**src/rtl/stg1fq_if.sv**
```systemverilog
// Fetch-queue port bundle: IF-side push, ID-side show-ahead head, status.
// master drives the iw_* side (fetch + decode), slave is the queue itself.
interface stg1fq_if #(
  parameter int P_DEPTH  = 4,
  parameter int P_ADDR_W = 32,
  parameter int P_DATA_W = 32
);
  localparam int CNT_W = $clog2(P_DEPTH) + 1;

  logic                iw_flush;
  logic                iw_valid;
  logic [P_ADDR_W-1:0] iw_pc;
  logic [P_DATA_W-1:0] iw_instr;
  logic                ow_ready;
  logic                ow_valid;
  logic [P_ADDR_W-1:0] ow_pc;
  logic [P_DATA_W-1:0] ow_instr;
  logic                iw_ready;
  logic [CNT_W-1:0]    ow_count;
  logic                ow_drop;

  modport master (
    output iw_flush, iw_valid, iw_pc, iw_instr, iw_ready,
    input  ow_ready, ow_valid, ow_pc, ow_instr, ow_count, ow_drop
  );

  modport slave (
    input  iw_flush, iw_valid, iw_pc, iw_instr, iw_ready,
    output ow_ready, ow_valid, ow_pc, ow_instr, ow_count, ow_drop
  );
endinterface

```
**src/rtl/stg1fq.sv**
```systemverilog
// Show-ahead {pc,instr} fetch queue, 1-cycle latency, full => ow_ready low (no pass-through), flush clears.
// DIAD_FQ_BYPASS_EN: empty queue forwards the incoming entry to ID combinationally.
module stg1fq #(
  parameter int P_DEPTH  = 4,
  parameter int P_ADDR_W = 32,
  parameter int P_DATA_W = 32
) (
  input  logic     iw_clk,
  input  logic     iw_rst_n,
  stg1fq_if.slave  fq
);
  localparam int PTR_W = $clog2(P_DEPTH);
  localparam int CNT_W = PTR_W + 1;

  typedef struct packed {
    logic [P_ADDR_W-1:0] pc;
    logic [P_DATA_W-1:0] instr;
  } fq_ent_t;

  fq_ent_t          mem [P_DEPTH];
  logic [PTR_W-1:0] rd_ptr;
  logic [PTR_W-1:0] wr_ptr;
  logic [CNT_W-1:0] count;
  logic             drop;
  logic             not_full;
  logic             not_empty;
  logic             push;
  logic             pop;
  logic             head_vld;
  fq_ent_t          head;

  assign not_full  = (count != CNT_W'(P_DEPTH));
  assign not_empty = (count != '0);

  always_comb begin
    push     = fq.iw_valid & not_full & ~fq.iw_flush;
    pop      = not_empty & fq.iw_ready & ~fq.iw_flush;
    head_vld = not_empty;
    head     = not_empty ? mem[rd_ptr] : '0;
`ifdef DIAD_FQ_BYPASS_EN
    // Empty queue: ID sees the incoming entry now; store it only if ID stalls.
    if (!not_empty && !fq.iw_flush) begin
      head_vld = fq.iw_valid;
      head     = '{pc: fq.iw_pc, instr: fq.iw_instr};
      push     = fq.iw_valid & ~fq.iw_ready;
    end
`endif
  end

  assign fq.ow_ready = not_full;
  assign fq.ow_valid = head_vld;
  assign fq.ow_pc    = head.pc;
  assign fq.ow_instr = head.instr;
  assign fq.ow_count = count;
  assign fq.ow_drop  = drop;

  always_ff @(posedge iw_clk) begin
    if (push) begin
      mem[wr_ptr] <= '{pc: fq.iw_pc, instr: fq.iw_instr};
    end
  end

  always_ff @(posedge iw_clk or negedge iw_rst_n) begin
    if (!iw_rst_n) begin
      rd_ptr <= '0;
      wr_ptr <= '0;
      count  <= '0;
      drop   <= 1'b0;
    end else if (fq.iw_flush) begin
      rd_ptr <= '0;
      wr_ptr <= '0;
      count  <= '0;
      drop   <= 1'b0;
    end else begin
      if (push) wr_ptr <= wr_ptr + PTR_W'(1);
      if (pop)  rd_ptr <= rd_ptr + PTR_W'(1);
      case ({push, pop})
        2'b10:   count <= count + CNT_W'(1);
        2'b01:   count <= count - CNT_W'(1);
        default: count <= count;
      endcase
      if (fq.iw_valid && !not_full) drop <= 1'b1;
    end
  end

  a_no_push_full: assert property (@(posedge iw_clk) disable iff (!iw_rst_n)
    !(push && count == CNT_W'(P_DEPTH)));
  a_no_pop_empty: assert property (@(posedge iw_clk) disable iff (!iw_rst_n)
    !(pop && count == '0));
  a_count_bound:  assert property (@(posedge iw_clk) disable iff (!iw_rst_n)
    count <= CNT_W'(P_DEPTH));
endmodule

```
**src/flat_wrapper.sv**
```systemverilog
// flat-port wrapper written by rule: the top's interface ports become plain ports
module stg1fq_flat 
#(
  parameter int P_DEPTH  = 4,
  parameter int P_ADDR_W = 32,
  parameter int P_DATA_W = 32
)
  (iw_clk, iw_rst_n, fq_iw_flush, fq_iw_valid, fq_iw_pc, fq_iw_instr, fq_iw_ready, fq_ow_ready, fq_ow_valid, fq_ow_pc, fq_ow_instr, fq_ow_count, fq_ow_drop);
  stg1fq_if #(.P_DEPTH(P_DEPTH), .P_ADDR_W(P_ADDR_W), .P_DATA_W(P_DATA_W)) fq_i ();
  input  logic iw_clk;
  input  logic iw_rst_n;
  input wire logic [$bits(fq_i.iw_flush)-1:0] fq_iw_flush;
  input wire logic [$bits(fq_i.iw_valid)-1:0] fq_iw_valid;
  input wire logic [$bits(fq_i.iw_pc)-1:0] fq_iw_pc;
  input wire logic [$bits(fq_i.iw_instr)-1:0] fq_iw_instr;
  input wire logic [$bits(fq_i.iw_ready)-1:0] fq_iw_ready;
  output wire logic [$bits(fq_i.ow_ready)-1:0] fq_ow_ready;
  output wire logic [$bits(fq_i.ow_valid)-1:0] fq_ow_valid;
  output wire logic [$bits(fq_i.ow_pc)-1:0] fq_ow_pc;
  output wire logic [$bits(fq_i.ow_instr)-1:0] fq_ow_instr;
  output wire logic [$bits(fq_i.ow_count)-1:0] fq_ow_count;
  output wire logic [$bits(fq_i.ow_drop)-1:0] fq_ow_drop;
  assign fq_i.iw_flush = fq_iw_flush;
  assign fq_i.iw_valid = fq_iw_valid;
  assign fq_i.iw_pc = fq_iw_pc;
  assign fq_i.iw_instr = fq_iw_instr;
  assign fq_i.iw_ready = fq_iw_ready;
  assign fq_ow_ready = fq_i.ow_ready;
  assign fq_ow_valid = fq_i.ow_valid;
  assign fq_ow_pc = fq_i.ow_pc;
  assign fq_ow_instr = fq_i.ow_instr;
  assign fq_ow_count = fq_i.ow_count;
  assign fq_ow_drop = fq_i.ow_drop;
  stg1fq #(.P_DEPTH(P_DEPTH), .P_ADDR_W(P_ADDR_W), .P_DATA_W(P_DATA_W)) u_core (.iw_clk(iw_clk), .iw_rst_n(iw_rst_n), .fq(fq_i));
endmodule
```
**config.mk**
```make
export PLATFORM = sky130hd
export DESIGN_NAME = stg1fq_flat
export DESIGN_NICKNAME = d
export VERILOG_FILES = /design/src/rtl/stg1fq_if.sv /design/src/rtl/stg1fq.sv /design/src/flat_wrapper.sv
export SDC_FILE = /design/constraint.sdc
export NUM_CORES = 1
export LEC_CHECK = 0
export ABC_AREA = 0
export CORE_UTILIZATION = 49
export DETAILED_ROUTE_END_ITERATION = 10
export PLACE_DENSITY = 0.84
export SLEW_MARGIN = 20
export SYNTH_ARGS = -nofsm -noshare
export SYNTH_HDL_FRONTEND = slang
export SYNTH_SLANG_ARGS = --single-unit
```
**constraint.sdc**
```tcl
create_clock -name iw_clk -period 3.1 [get_ports iw_clk]
set_input_delay 0.31 -clock iw_clk [delete_from_list [all_inputs] [get_ports iw_clk]]
set_output_delay 0.31 -clock iw_clk [all_outputs]
set_load 0.02 [all_outputs]
```
==> qor.yml <==
worst_setup_path:
  path_max_fanout: 65
  cp-end-kind: "primary output"
  worst-path-buf-inv: 2
  critPathArrivalTime_ns: 2.64
  reg2reg_depth: 6
  crit-reg2reg-capture: "u_core.fq.ow_count[1]"
  max_stage_delay_ns: 0.55
  cp.required_ns: 2.79
  critPathSlowestCell: "clkdlybuf4s50_1"
  cp-start-kind: "register"
  cp_cell_sequence: "or3_2 -> buf_6 -> and2_1 -> clkdlybuf4s50_1"
  path_delay_family: "buffers and inverters"
  timing.reg2reg.setup_slack_ns: 0.72
  worstSetupPathType: "reg -> out"
  r2r-start: "u_core.fq.ow_count[0]"
sta:
  period_share: 0.953
  max_slew_margin: 0.616
  rsz0062_at_grt: "false"
  hold_ws_ns: 0.0762
  fmax_ghz: 0.339
  finalHoldViolations: 0
  post-route-min-period_ns: 2.95
  worst_slew_pin_slew_ns: 0.571
  skew_ns: 0.0138
  report.final.slew_viol_count: 0
  setup_tns_ns: 0
  setup_viol: 0
floorplan:
  core_mm2: 0.0204
  die-area_mm2: 0.0215
  ioPinCount: 139
  rows: 52
  die_y_um: 147
  die_x_um: 147
  initial_core_util: 0.504
grt:
  grt_max_degree: 66
  grt_pass1_vias: 5485
  grt_pass1_wl_mm: 30.5
  grt.total_usage: 0.186
  antenna_found_initial: 2
  overflow: 0
logic_synthesis:
  yosysTopAreaCell: "edfxtp_1"
  yosysSeqAreaShare: 0.769
  synth_nets: 545
  synth_top_flop_cell: "edfxtp_1"
  synth.top_cell.area_share: 0.749
  netlist_instances: 471
  avgSynthCellArea_um2: 21.8
  yosys_warnings: 0
  synthArstFlopShare: 0.0303
  synth_edf_count: 256
  yosys.cell_types.count: 34
  netlist_area_mm2: 0.0103
  netlist_top_cells_area: "edfxtp_1 75%, mux4_2 14%, and2_1 4.1%"
  ys_ff_latch: 264
final_layout:
  multi_input_area_mm2: 0.00221
  layout-drive-gt1-share: 0.208
  fillerInstances: 1349
  seq_area_mm2: 0.00790
  nNetsFinal: 704
  final_cells: 921
  area_delta_synth_final_pct: 27.1
clock_tree:
  cts_buffers: 26
  cts_tree: "yes"
  insertion_delay_ns: 0.51
  cts_buffer_depth: 3
  cts.clk_slew.worst_paths_ns: 0.06
  cts_hold_buf: 0
  h-tree-depth: 1
  clockRootBuffer: "clkbuf_16"
  cts_sinks: 264
worst_hold_path:
  hold_path_class: "in -> async"
power_and_ir_drop:
  power_density_mw_per_mm2: 715
  leakage_nw: 4.19
  ir_drop_mv: 0.505
route:
  routed_via_density: 5.43
  ant_nets: 0
  detail_route.first_pass.iterations: 4
  postRouteWirelength_mm: 19.4
  wl_per_cell_um: 21.1
  drt_iter0_markers: 346
  drc_errors: 0
  vias: 4999
placed_design:
  place_congestion: 0.789
  io_buffers: 138
  dpl.hpwl_mm: 11.8
  post-place-cells: 871
run_status:
  status: "finished clean"
flow_run:
  cap_violations: 0
-- per-stage QoR --
stage | setup slack (ns) | power [mW] | util | area, um^2
floorplan | 0.0363 | 5.29 | - | 10300
global placement | 0.621 | 6.09 | 0.594 | 12100
detailed placement | 0.536 | 6.13 | 0.594 | 12100
CTS | 0.0237 | 9.40 | 0.639 | 13000
global route | 0.0633 | 9.65 | 0.640 | 13000
finish | 0.147 | 9.32 | 0.640 | 13000
-- where the power goes --
part / internal [mW] / switching (mW) / total (mW)
Combinational: 1.01 / 0.922 / 1.93
Sequential: 4.05 / 0.0716 / 4.12
Clock: 2.02 / 1.25 / 3.27
Total: 7.08 / 2.24 / 9.32
-- Yosys cell counts, types with 2 or more instances --
cell and n:
ha_1 4, nor2_1 6, buf_6 5, nand3b_1 2
inv_1 5, a31oi_1 2, o21ai_0 2, and2_1 68
edfxtp_1 256, buf_2 11, nand3_1 2, a21oi_1 4
dfrtp_1 8, clkbuf_1 9, mux4_2 64, nor3_1 2
xor2_1 3, o311ai_0 2
-- kinds of logic after synthesis --
group	Yosys count	share of synthesized area
xor+xnor	3	0.00256
buf+inv	31	0.0165
simple gates	86	0.0520
mux	65	0.141
compound gates	17	0.0117
flops	264	0.769
fa+ha+maj	5	0.00683
-- sequential cells by signal, summed over array words and instances, names as in the netlist --
| name | flops |
|---|---|
| u_core.fq.ow_drop | 1 |
| u_core.fq.ow_count | 3 |
| u_core.wr_ptr | 2 |
| u_core.mem | 256 |
| u_core.rd_ptr | 2 |
-- routing by layer --
| metal | wire [um] | vias up | GRT usage |
|---|---|---|---|
| met5 | 0 | - | 0 |
| met3 | 1150 | 30 | 0.0363 |
| met1 | 7720 | 2570 | 0.237 |
| met2 | 10200 | 166 | 0.328 |
| li1 | - | 2233 | - |
| met4 | 343 | 0 | 0.0490 |
-- area by class of cell --
type,instances,share of cell area
inverter,5,0.00144
clock inverter,17,0.0158
multi-input combinational,176,0.170
timing repair buffer,157,0.128
tap,270,0.0259
clock buffer,31,0.0537
antenna,1,0.000192
sequential,264,0.606
-- placed cells by master (no fill, tap or decap), types with 2 or more instances in the layout --
cell / count
clkbuf_16: 27
nand3_1: 2
bufinv_16: 5
clkbuf_1: 3
ha_1: 4
clkinv_1: 3
inv_1: 5
dfrtp_4: 2
buf_12: 11
xor2_1: 3
nor3_1: 2
a21oi_1: 4
nor2_1: 6
mux4_2: 64
o21ai_0: 2
and2_4: 4
buf_4: 7
nand3b_1: 2
clkinv_2: 9
clkdlybuf4s50_1: 138
o311ai_0: 2
edfxtp_1: 256
a31oi_1: 2
dfrtp_1: 6
and2_1: 64
-- how the worst max path moves through the flow --
stage | start | end | cells past startpoint
CTS | u_core.fq.ow_count[0] | fq_ow_pc[28] | 4
floorplan | u_core.fq.ow_count[0] | u_core.mem[2][0] | 4
detailed placement | fq_iw_ready | u_core.fq.ow_count[1] | 7
finish | u_core.fq.ow_count[0] | fq_ow_pc[6] | 4
global placement | u_core.rd_ptr[0] | fq_ow_pc[6] | 4
global route | u_core.fq.ow_count[0] | fq_ow_instr[21] | 4
-- what timing repair did --
action	in CTS	in global routing
buffers inserted	0	1
gates resized for setup	0	1
endpoints found under the setup margin	0	64
Note: power is estimated with default switching activity, not from simulation.
==> patch 1: new RTL, same settings <==
Add a define of `DIAD_FQ_BYPASS_EN`.
--- a/src/rtl/stg1fq.sv
+++ b/src/rtl/stg1fq.sv
@@ -2,2 +2,4 @@
 // DIAD_FQ_BYPASS_EN: empty queue forwards the incoming entry to ID combinationally.
+`define DIAD_FQ_BYPASS_EN
+
 module stg1fq #(
Behaviour: not the same (a bounded check fails within 4 cycles, from zero or initial values and one cycle with iw_rst_n low).
==> patch 1 against the unedited design <==
- die area rose by 5.3%
- synthesized area up 5.4%
- worst setup slack got worse by 0.075 ns
- wire length up 12%
- hold slack better by 0.0030 ns
- largest cell class unchanged
- sequential cell count stayed put
- final area increased by 3.1%
- first-iteration DRC count rose by 2.0%
Power is not compared: it rests on default switching activity, and its combinational part moved more than twofold at a synthesized area within 25%.
==> patch 1: results (changes against the unedited design) <==
syn_nets: 677  # +24%
reg2reg_depth: 7  # +1
synth-compound-area-share_pct: 3.61  # +2.4 points
grt_pass1_wl_um: 33500  # +10%
dp_hpwl_um: 12800  # +8.3%
synthCells: 603  # +28%
layout.cells.non_filler: 1048  # +14%
vias_per_cell: 5.61  # +3.4%
drtPass1Iterations: 6  # +2
r2r_end: "u_core.fq.ow_count[2]"
cts_buffers: 27  # +3.8%
final_layout_size_suffix_gt1_share_pct: 17.5  # -3.3 points
status: "complete, no violations"
path_max_fanout: 64  # -1.5%
antenna_found_initial: 0  # -2
crit_start: "u_core.fq.ow_count[2]"
nets: 826  # +17%
grt_pass1_vias: 6172  # +13%
seq_area_frac_synth_pct: 73.0  # -3.9 points
crit_arrival_ns: 2.72  # +0.08 ns
cts_resized: 9  # +9
seq_area_um2: 7890  # about the same
fill_cells: 1519  # +13%
min_period_ns: 3.03  # +0.0755 ns
crit_path_end: "fq_ow_instr[17]"
grt_usage_pct: 19.7  # +1.1 points
cpPeakStageDelay_ns: 0.66  # +0.11 ns
worst_clock_skew_ns: 0.0145  # +0.000615 ns
pre_cts_slack_ns: 0.353  # -0.182 ns
synth_xor_area_share_pct: 0.313  # +0.056 points
## patch 1: routing by layer
layer | routed length, um | global-route usage, % | vias to the layer above
met5 | 0 | 0 | -
met4 | 405 | 4.85 | 0
met3 | 1100 | 3.36 | 31
met2 | 11600 | 35.8 | 193
met1 | 8660 | 24.6 | 3019
li1 | - | - | 2639
## patch 1: how the worst min path moves through the flow
stage                     slack [ns]  depth (start not counted)                    end              start
after detailed placement        0.50                          2      u_core.fq.ow_drop  u_core.fq.ow_drop
after global placement          0.48                          2      u_core.fq.ow_drop  u_core.fq.ow_drop
final                           0.08                          1       u_core.rd_ptr[0]           iw_rst_n
after global routing            0.09                          1       u_core.rd_ptr[0]           iw_rst_n
after CTS                       0.06                          1       u_core.rd_ptr[0]           iw_rst_n
after floorplan                 0.01                          0  u_core.fq.ow_count[0]           iw_rst_n
## patch 1: power groups by stage
| stage | combinational, mW | clock, mW | sequential (mW) |
|---|---|---|---|
| final | 4.09 | 3.11 | 4.21 |
| after global routing | 4.40 | 3.31 | 4.23 |
| after CTS | 4.12 | 3.17 | 4.23 |
| after detailed placement | 4.06 | 0 | 4.30 |
| after global placement | 4.00 | 0 | 4.28 |
| after floorplan | 2.47 | 0 | 4.27 |
## patch 1: area by class of cell
cell class | count | area share (%)
Clock buffer | 33 | 5.34
Tap cell | 275 | 2.56
Clock inverter | 17 | 1.08
Multi-Input combinational cell | 299 | 20.4
Sequential cell | 264 | 58.7
Timing Repair Buffer | 156 | 11.8
Inverter | 4 | 0.112
## patch 1: critical path: cells and delay by family, from the launching register on
family	cells	cell delay, ns
simple gates	1	0.45
flops	1	0.47
buf+inv	2	0.91
compound gates	1	0.32
==> patch 2: new RTL, same settings <==
Made on the original files. Reset style: synchronous (`iw_rst_n`), changed in one clocked block.
--- a/src/rtl/stg1fq.sv
+++ b/src/rtl/stg1fq.sv
@@ -62,3 +62,3 @@
 
-  always_ff @(posedge iw_clk or negedge iw_rst_n) begin
+  always_ff @(posedge iw_clk) begin
     if (!iw_rst_n) begin
Check against the original RTL: differs if iw_rst_n is asserted again (counterexample within 4 cycles, from zero or initial values and one cycle with iw_rst_n low); with iw_rst_n held inactive, the same outputs for 4 cycles.
==> patch 2 against the unedited design <==
- clock skew rose by 0.0033 ns
- critical path depth did not move
- fmax rose by 0.30%
- wire length fell by 3.1%
- count of clock-buffer cells in the layout rose by 4
- final area fell by 1.5%
- synthesized area fell by 0.16%
- global-route usage fell by 0.79 points
- sequential cell count rose by 2
- worst setup slack improved by 0.0089 ns
- critical path type unchanged
- largest cell class unchanged
Power is not compared: it rests on default switching activity, and its combinational part moved more than twofold at a synthesized area within 25%.
==> patch 2: results (changes against the unedited design) <==
clk_pin_slew_ns: 0.06  # about the same
pre_cts_slack_ns: 0.458  # -0.0776 ns
drt_iter0_drc: 238  # -31%
worst_pin_slew_ns: 0.642  # +0.0706 ns
nets: 696  # -1.1%
drtPass1Iterations: 5  # +1
synthCells: 463  # -1.7%
wl_per_cell_um: 20.6  # -2.0%
path_max_fanout: 14  # -78%
vias_per_cell: 5.41  # -0.34%
grt_pass1_vias: 5274  # -3.8%
ys_warn_count: 0  # unchanged
antenna_found_initial: 2  # unchanged
postPlaceCellArea_um2: 12000  # -1.2%
synth_common_cells: "edfxtp_1, and2_1, mux4_2"
grt_pass1_wl_um: 29100  # -4.3%
insertion_delay_ns: 0.52
crit_arrival_ns: 2.63  # about the same
globalplace.congestion: 0.748  # -5.2%
synth_edf_count: 256  # unchanged
seq_area_frac_synth_pct: 77.0  # +0.12 points
syn_nets: 538  # -1.3%
dp_hpwl_um: 11500  # -2.5%
num_vias: 4928  # -1.4%
cts_resized: 1  # +1
status: "complete, no violations"
synth_area_leaders: "edfxtp_1, mux4_2, and2_1"
synthArstFlopShare_pct: 0  # -3.0 points
cts_buffers: 26  # unchanged
hold_class: "input port to flop"
worst_clock_skew_ns: 0.0172  # +0.00334 ns
vdd.ir_drop.worst_mv: 0.517
grt_usage_pct: 17.9  # -0.79 points
design_area_um2: 12800  # -1.5%
p_leak_nw: 4.08
final_layout_size_suffix_gt1_share_pct: 19.0  # -1.7 points
clock_tree.htree_level_count: 1  # unchanged
yosysUniqueCellTypes: 24  # -29%
n_antenna_cell: 0  # -1
grt_start_max_net_pins: 66  # unchanged
fill_cells: 1354  # +0.37%
placed_cells: 863  # -0.92%
postCtsSetupRepairBufs: 0  # unchanged
[patch 2: cell families (layout without fill, tap and decap cells)]
| group | count (synthesis) | after routing | share of synthesized area [%] |
|---|---|---|---|
| XOR/XNOR | 4 | 4 | 0.342 |
| AND/OR/NAND/NOR | 83 | 83 | 4.85 |
| adder cells (fa/ha/maj) | 6 | 6 | 0.806 |
| multiplexers | 64 | 64 | 14.2 |
| flip-flops | 266 | 266 | 77.0 |
| AO/OA/AOI/OAI | 10 | 10 | 0.550 |
| buffers and inverters | 30 | 208 | 2.21 |
[patch 2: metal layers]
layer	wire [um]	global-route usage (%)
met5	31	0
met4	262	4.01
met3	930	3.69
met2	9570	30.7
met1	8000	23.5
[patch 2: critical path, cell delays in order, from the launching register on]
cell and delay, ns:
dfxtp_4 0.52, buf_4 0.32, mux4_2 0.55, and2_1 0.18
clkdlybuf4s50_1 0.53
[patch 2: layout make-up]
type	instances	area share (%)
clock inverter	13	1.16
timing repair buffer	152	12.2
clock buffer	35	5.65
sequential	266	61.5
inverter	8	0.234
multi-input combinational	167	16.7
tap	270	2.63
[patch 2: final timing paths]
check / start / end / slack (ns) / cells past startpoint
setup / recovery: flop / fq_ow_instr[15] / 0.16 / 4
hold / removal: fq_iw_instr[5] / u_core.mem[0][5] / 0.43 / 1
setup reg to reg: u_core.fq.ow_count[2] / u_core.fq.ow_count[2] / 0.56 / 9
hold reg to reg: u_core.fq.ow_drop / u_core.fq.ow_drop / 0.51 / 2
[patch 2: power breakdown]
group          total, mW  leakage [nW]  internal [mW]  switching (mW)
clock network       3.15         0.430           1.90            1.26
logic              0.366          1.24          0.194           0.173
registers           4.01          2.41           4.00          0.0152
